**src/rtl/ahb_s2m_mux.sv**
```systemverilog
// ahb_s2m_mux: AHB slave-to-master return mux with built-in default (error) slave
module ahb_s2m_mux #(
  parameter int HSLV_NUM   = 5,
  parameter int DATA_WIDTH = 32
) (
  input  logic                  hclk,
  input  logic                  hresetn,
  input  logic [1:0]            htrans_m,
  input  logic [HSLV_NUM-1:0]   hsel_m,
  input  logic [DATA_WIDTH-1:0] hrdata_s [0:HSLV_NUM-1],
  input  logic                  hready_s [0:HSLV_NUM-1],
  input  logic                  hresp_s  [0:HSLV_NUM-1],
  output logic [DATA_WIDTH-1:0] hrdata_m,
  output logic                  hready_m,
  output logic                  hresp_m,
  output logic [HSLV_NUM-1:0]   dsel_m,
  output logic                  err_multi
);
  typedef enum logic [1:0] {IDLE, SLV, ERR1, ERR2} state_t;
  state_t state, state_nxt;
  logic [HSLV_NUM-1:0] dsel_nxt;
  logic err_nxt, multi, sel_rdy, sel_resp;
  logic [DATA_WIDTH-1:0] sel_data;
  assign multi = (hsel_m & (hsel_m - HSLV_NUM'(1))) != '0;
  // AND-OR select of the data-phase slave; dsel_m is one-hot or zero
  always_comb begin
    sel_rdy  = 1'b0;
    sel_resp = 1'b0;
    sel_data = '0;
    for (int i = 0; i < HSLV_NUM; i++) begin
      sel_rdy  = sel_rdy  | (dsel_m[i] & hready_s[i]);
      sel_resp = sel_resp | (dsel_m[i] & hresp_s[i]);
      sel_data = sel_data | ({DATA_WIDTH{dsel_m[i]}} & hrdata_s[i]);
    end
    hready_m = state == SLV ? sel_rdy : state != ERR1;
    hresp_m  = state == SLV ? sel_resp : (state == ERR1 || state == ERR2);
    hrdata_m = state == SLV ? sel_data : '0;
  end
  // next data phase: sample the address phase only when the current data phase ends
  always_comb begin
    state_nxt = state;
    dsel_nxt  = dsel_m;
    err_nxt   = err_multi;
    if (state == ERR1) begin
      state_nxt = ERR2;
    end else if (hready_m) begin
      state_nxt = !htrans_m[1] ? IDLE : (hsel_m == '0 || multi) ? ERR1 : SLV;
      dsel_nxt  = (htrans_m[1] && hsel_m != '0 && !multi) ? hsel_m : '0;
      err_nxt   = err_multi | (htrans_m[1] & multi);
    end
  end
  // data-phase register and sticky decode-fault flag
  always_ff @(posedge hclk) begin
    if (!hresetn) begin
      state     <= IDLE;
      dsel_m    <= '0;
      err_multi <= 1'b0;
    end else begin
      state     <= state_nxt;
      dsel_m    <= dsel_nxt;
      err_multi <= err_nxt;
    end
  end
endmodule

```
**config.mk**
```make
export PLATFORM = sky130hd
export DESIGN_NAME = ahb_s2m_mux
export DESIGN_NICKNAME = d
export VERILOG_FILES = /design/src/rtl/ahb_s2m_mux.sv
export SDC_FILE = /design/constraint.sdc
export NUM_CORES = 1
export LEC_CHECK = 0
export ABC_CLOCK_PERIOD_IN_PS = 2000
export CAP_MARGIN = 20
export CORE_AREA = 2 2 84 86
export DETAILED_ROUTE_END_ITERATION = 10
export DIE_AREA = 0 0 86 88
export DONT_BUFFER_PORTS = 1
export GPL_TIMING_DRIVEN = 0
export PLACE_DENSITY = 0.42
export RECOVER_POWER = 25
export SYNTH_ARGS = -nofsm -noshare
export SYNTH_HDL_FRONTEND = slang
export SYNTH_SLANG_ARGS = --single-unit
```
**constraint.sdc**
```tcl
create_clock -name hclk -period 2 [get_ports hclk]
set_input_delay 0.2 -clock hclk [delete_from_list [all_inputs] [get_ports hclk]]
set_output_delay 0.2 -clock hclk [all_outputs]
set_load 0.05 [all_outputs]
```
# Yosys cells after proc, flatten, opt, wreduce, memory -nomap -nowiden
# Cells that the tools add are included.
# totals
ff_bits	8
input_bits	179
out_inout_bits	40
word_cells	57
# classes
n_addsub	1
n_eq_ne	4
n_mux	8
bitwise	31
n_reduce_logical	10
# ops
operator	count
AND 32 bit	5
bitwise OR 32 bit	4
2-to-1 mux 32 bit	1
AND 1 bit	11
nonzero test 5 bit	2
bitwise OR 1 bit	9
2-to-1 mux 2 bit	4
AND 5 bit	1
logical NOT 5 bit	1
2-to-1 mux 5 bit	1
subtractor 5 x 1 -> 5 bit (second input constant)	1
== test 2 bit (second input constant)	2
== test 2 x 1 -> 1 bit (second input constant)	1
logical AND 1 bit	2
logical OR 1 bit	2
2-to-1 mux 1 bit	2
!= test 2 bit (second input constant)	1
AND reduction 2 bit	1
nonzero test 2 bit	1
logical NOT 1 bit	1
NOT 1 bit	1

# Depth between registers and ports, before layout
# depth
depth_word	8
ltp_mapped	6
ltp_nobuf	4

# Worst setup path before layout
# OpenSTA, ideal clock, no wires.
# synth_timing
path_type	flip-flop to output port
startpoint	register dsel_m[3]
endpoint	output hrdata_m[10]
arrival_time_ps	2071
t_required_ps	1800
path_slack_ps	-271
path_stages_with_launch	5
n_path_buf	2
path_cell_list	dfxtp_1 > buf_2 > clkbuf_1 > a22oi_1 > a21oi_1
# synth_between
elab_chain_cells	4
# synth_lines
element	line	text
start: declaration	16	output logic [HSLV_NUM-1:0] dsel_m,
start signal: assignment	60	dsel_m <= dsel_nxt;
AND 32 bit	33	sel_data = sel_data | ({DATA_WIDTH{dsel_m[i]}} & hrdata_s[i]);
bitwise OR 32 bit (2 in series)	33	
2-to-1 mux 32 bit	37	hrdata_m = state == SLV ? sel_data : '0;
end: declaration	13	output logic [DATA_WIDTH-1:0] hrdata_m,
# No other way between the ends.

# Worst setup path in the final report
# layout_timing
startpoint	register dsel_m[0]
endpoint	output hrdata_m[14]
# layout_between
elab_chain_cells	6
# layout_lines
element	line
AND 32 bit	33
bitwise OR 32 bit (4 in series)	33
2-to-1 mux 32 bit	37
# No other way between the ends.

==> metrics.md <==
| Metric | Value |
|---|---|
| First-pass DRT Iterations | `6` |
| Pint | `365 µW` |
| Die Wd | `86 µm` |
| Skew-Pair Late Insertion Delay | `0.23 ns` |
| Cell chain of the critical path | `buf_4 -> clkbuf_4 -> a222oi_1 -> a21oi_4` |
| Yosys warning count | `0` |
| Reg2reg setup slack | `0.19 ns` |
| WHS | `0.122 ns` |
| Largest net degree at the start of global routing | `11` |
| Wire length per cell | `27.4 µm` |
| Vias | `1856` |
| RSZ-0062 raised after global routing | `false` |
| Fmax | `513 MHz` |
| Power share of the clock group | `29.2%` |
| Final setup fails | `0` |
| Area contributors post-synth | `a222oi_1 (25%), a22oi_1 (20%), a21oi_1 (13%)` |
| Clock buffer depth | `2` |
| Worst Hold Class | `primary input to flip-flop` |
| Cell variety after synth | `32` |
| R2R Path Start | `dsel_m[2]` |
| H-tree levels | `1` |
| Post-route insts no fill | `262` |
| Post-cts hold buffer count | `0` |
| Dpl cells | `259` |
| Leakage | `0.000401 µW` |
| Placer congestion estimate | `0.757` |
| Hold Path Origin | `hsel_m[1]` |
| Status | `finished, final reports clean` |
| Period Utilization, post-route | `97.6%` |
| Initial antenna violation count | `0` |
| Vias per Instance | `7.08` |
| WP data arrival | `1.75 ns` |
| Final wirelength | `7170 µm` |
| Layout cells sized above 1 | `35.7%` |
| Hold Crit Endpoint | `dsel_m[1]` |
| CP bufs+invs | `2` |
| PnR Total Power | `648 µW` |
| Clock Sinks | `8` |
| Critical path fanouts, max | `10` |
| Comb pwr share | `42.0%` |
| Psw | `282 µW` |
| # DRC | `0` |
| GRT Overall Usage | `16.2%` |
| Overflow left after global routing | `0` |
| Max-Slew Margin vs Limit | `57.3%` |
| CP Data Required Time | `1.80 ns` |
| Rows | `30` |
| Commonest non-fill, non-tap cell in the layout | `a22oi_1` |
| Switching share of power | `43.6%` |
| Starting Density | `19.8%` |
| IO Pins | `219` |
| Min cycle time layout | `1.95 ns` |
| DP Wirelength | `5440 µm` |
| Sequential area share after synthesis | `12.1%` |
| CP peak stage delay | `0.52 ns` |
| Area delta synth->final | `42.8%` |
| Top cell type's share of synthesized area | `25.0%` |
| RR Endpoint | `err_multi` |
| Syn_nets | `358` |
| Max-Cap Viols | `0` |
| Area leader, netlist | `a222oi_1` |
| Worst-case reg-to-reg path depth | `5` |
| Final Hold Vio Count | `0` |
| Critical path class | `flip-flop to output pin` |
| Synth Instances | `179` |
| Routed Antenna Nets | `0` |
| Port Buffers | `0` |
| Sequential share of power | `28.8%` |
| CTS Buf Count | `3` |
| Worst slew pin tran | `0.638 ns` |
| Worst setup EP type | `output pin` |
| First-pass GRT wire length | `9580 µm` |
| Die height | `88 µm` |
| Synth Cell Area | `1320 µm²` |
| Slowest CP cell | `a222oi_1` |
| Critical Path Source Type | `flip-flop` |
| Root buf cell | `clkbuf_8` |
| Worst-path clk slew | `0.04 ns` |
| Max rail drop VDD | `277 µV` |
| Slew Limit Fails | `0` |
| Core footprint | `6640 µm²` |
| Delay-heaviest family, CP | `compound AO/OA/AOI/OAI gates` |
| First DRT Iteration DRCs | `139` |
| Util after Layout | `28.3%` |
| Nets | `363` |
| PD cells | `344 nW/µm²` |
| Synthesis-stage register bit count | `8` |
| Hold Crit Depth | `2` |
| Clk_skew | `0.00225 ns` |
| Fin Setup TNS | `0 ns` |
| Die area | `7570 µm²` |
| Diode count | `0` |
| TritonCTS clock tree | `yes` |
| Syn_area_per_cell | `7.37 µm²` |
| Most frequent cells in the layout | `a22oi_1 (35), a222oi_1 (33), a21oi_4 (30)` |
| Vias in the first global route | `1788` |
-- state kept, by name, summed over array words and instances, names as in the netlist --
name	flops
dsel_m	5
err_multi	1
state	2
-- stage by stage --
stage	instance area, µm²	setup slack, ns
after global placement	1540	-0.380
after CTS	1870	0.000956
final	1880	0.0488
after floorplan	1440	0.00302
after global routing	1880	0.000660
after detailed placement	1540	-0.407
-- power by group through the flow --
stage,sequential (µW),clock (µW),combinational (µW)
CTS,190,196,275
floorplan,193,0,189
finish,187,189,272
global route,188,205,290
global placement,195,0,226
detailed placement,195,0,228
-- worst max-delay path by stage --
| stage | startpoint | to | slack, ns | cells past startpoint |
|---|---|---|---|---|
| global route | dsel_m[0] | hrdata_m[22] | 0.0007 | 4 |
| finish | dsel_m[0] | hrdata_m[14] | 0.05 | 4 |
| detailed placement | dsel_m[0] | hrdata_m[23] | -0.41 | 4 |
| floorplan | dsel_m[1] | hrdata_m[10] | 0.003 | 4 |
| global placement | dsel_m[0] | hrdata_m[25] | -0.38 | 4 |
| CTS | dsel_m[3] | hrdata_m[7] | 0.001 | 4 |
-- layer usage --
| metal | up-vias | track usage (%) | wire (µm) |
|---|---|---|---|
| met2 | 139 | 29.5 | 3610 |
| met4 | 0 | 2.45 | 54 |
| met1 | 902 | 20.1 | 2830 |
| li1 | 804 | - | - |
| met5 | - | 0 | 0 |
| met3 | 11 | 3.30 | 678 |
-- cell type report --
class                   instances  area [µm²]
plain buffers                  27         155
clock buffers                   3        41.3
fillers                       721        4760
inverters                       1        3.75
multi-input cells             143        1400
flip-flops and latches          8         179
well taps                      80         100
-- what timing repair did --
item,CTS,global route
setup buffers,0,0
setup endpoints to repair,40,31
resized for setup,67,11
pin swaps,6,12
-- cell families (layout without fill, tap and decap cells) --
kind of cell    Yosys count  count (layout)  share of synthesized area, %
mux                       1               1                         0.759
compound gates          117             117                          67.2
buf+inv                  28              31                          8.44
simple gates             23              23                          10.2
flops                     8               8                          12.1
xor+xnor                  2               2                          1.33
-- cell usage after synthesis, drive strengths merged --
master,count
a211oi,1
a21boi,1
a21o,2
a21oi,33
a222oi,33
a22oi,35
a41oi,1
and4,1
and4b,1
buf,5
clkbuf,22
dfxtp,8
inv,1
mux2i,1
nand2,7
nand2b,1
nand3,1
nand3b,2
nor2,2
nor2b,2
nor3,3
nor4,1
o211a,1
o211ai,3
o21ai,3
o31ai,1
o41ai,3
or3,1
or4b,1
xnor2,1
xor2,1
(Power assumes the default switching activity.)
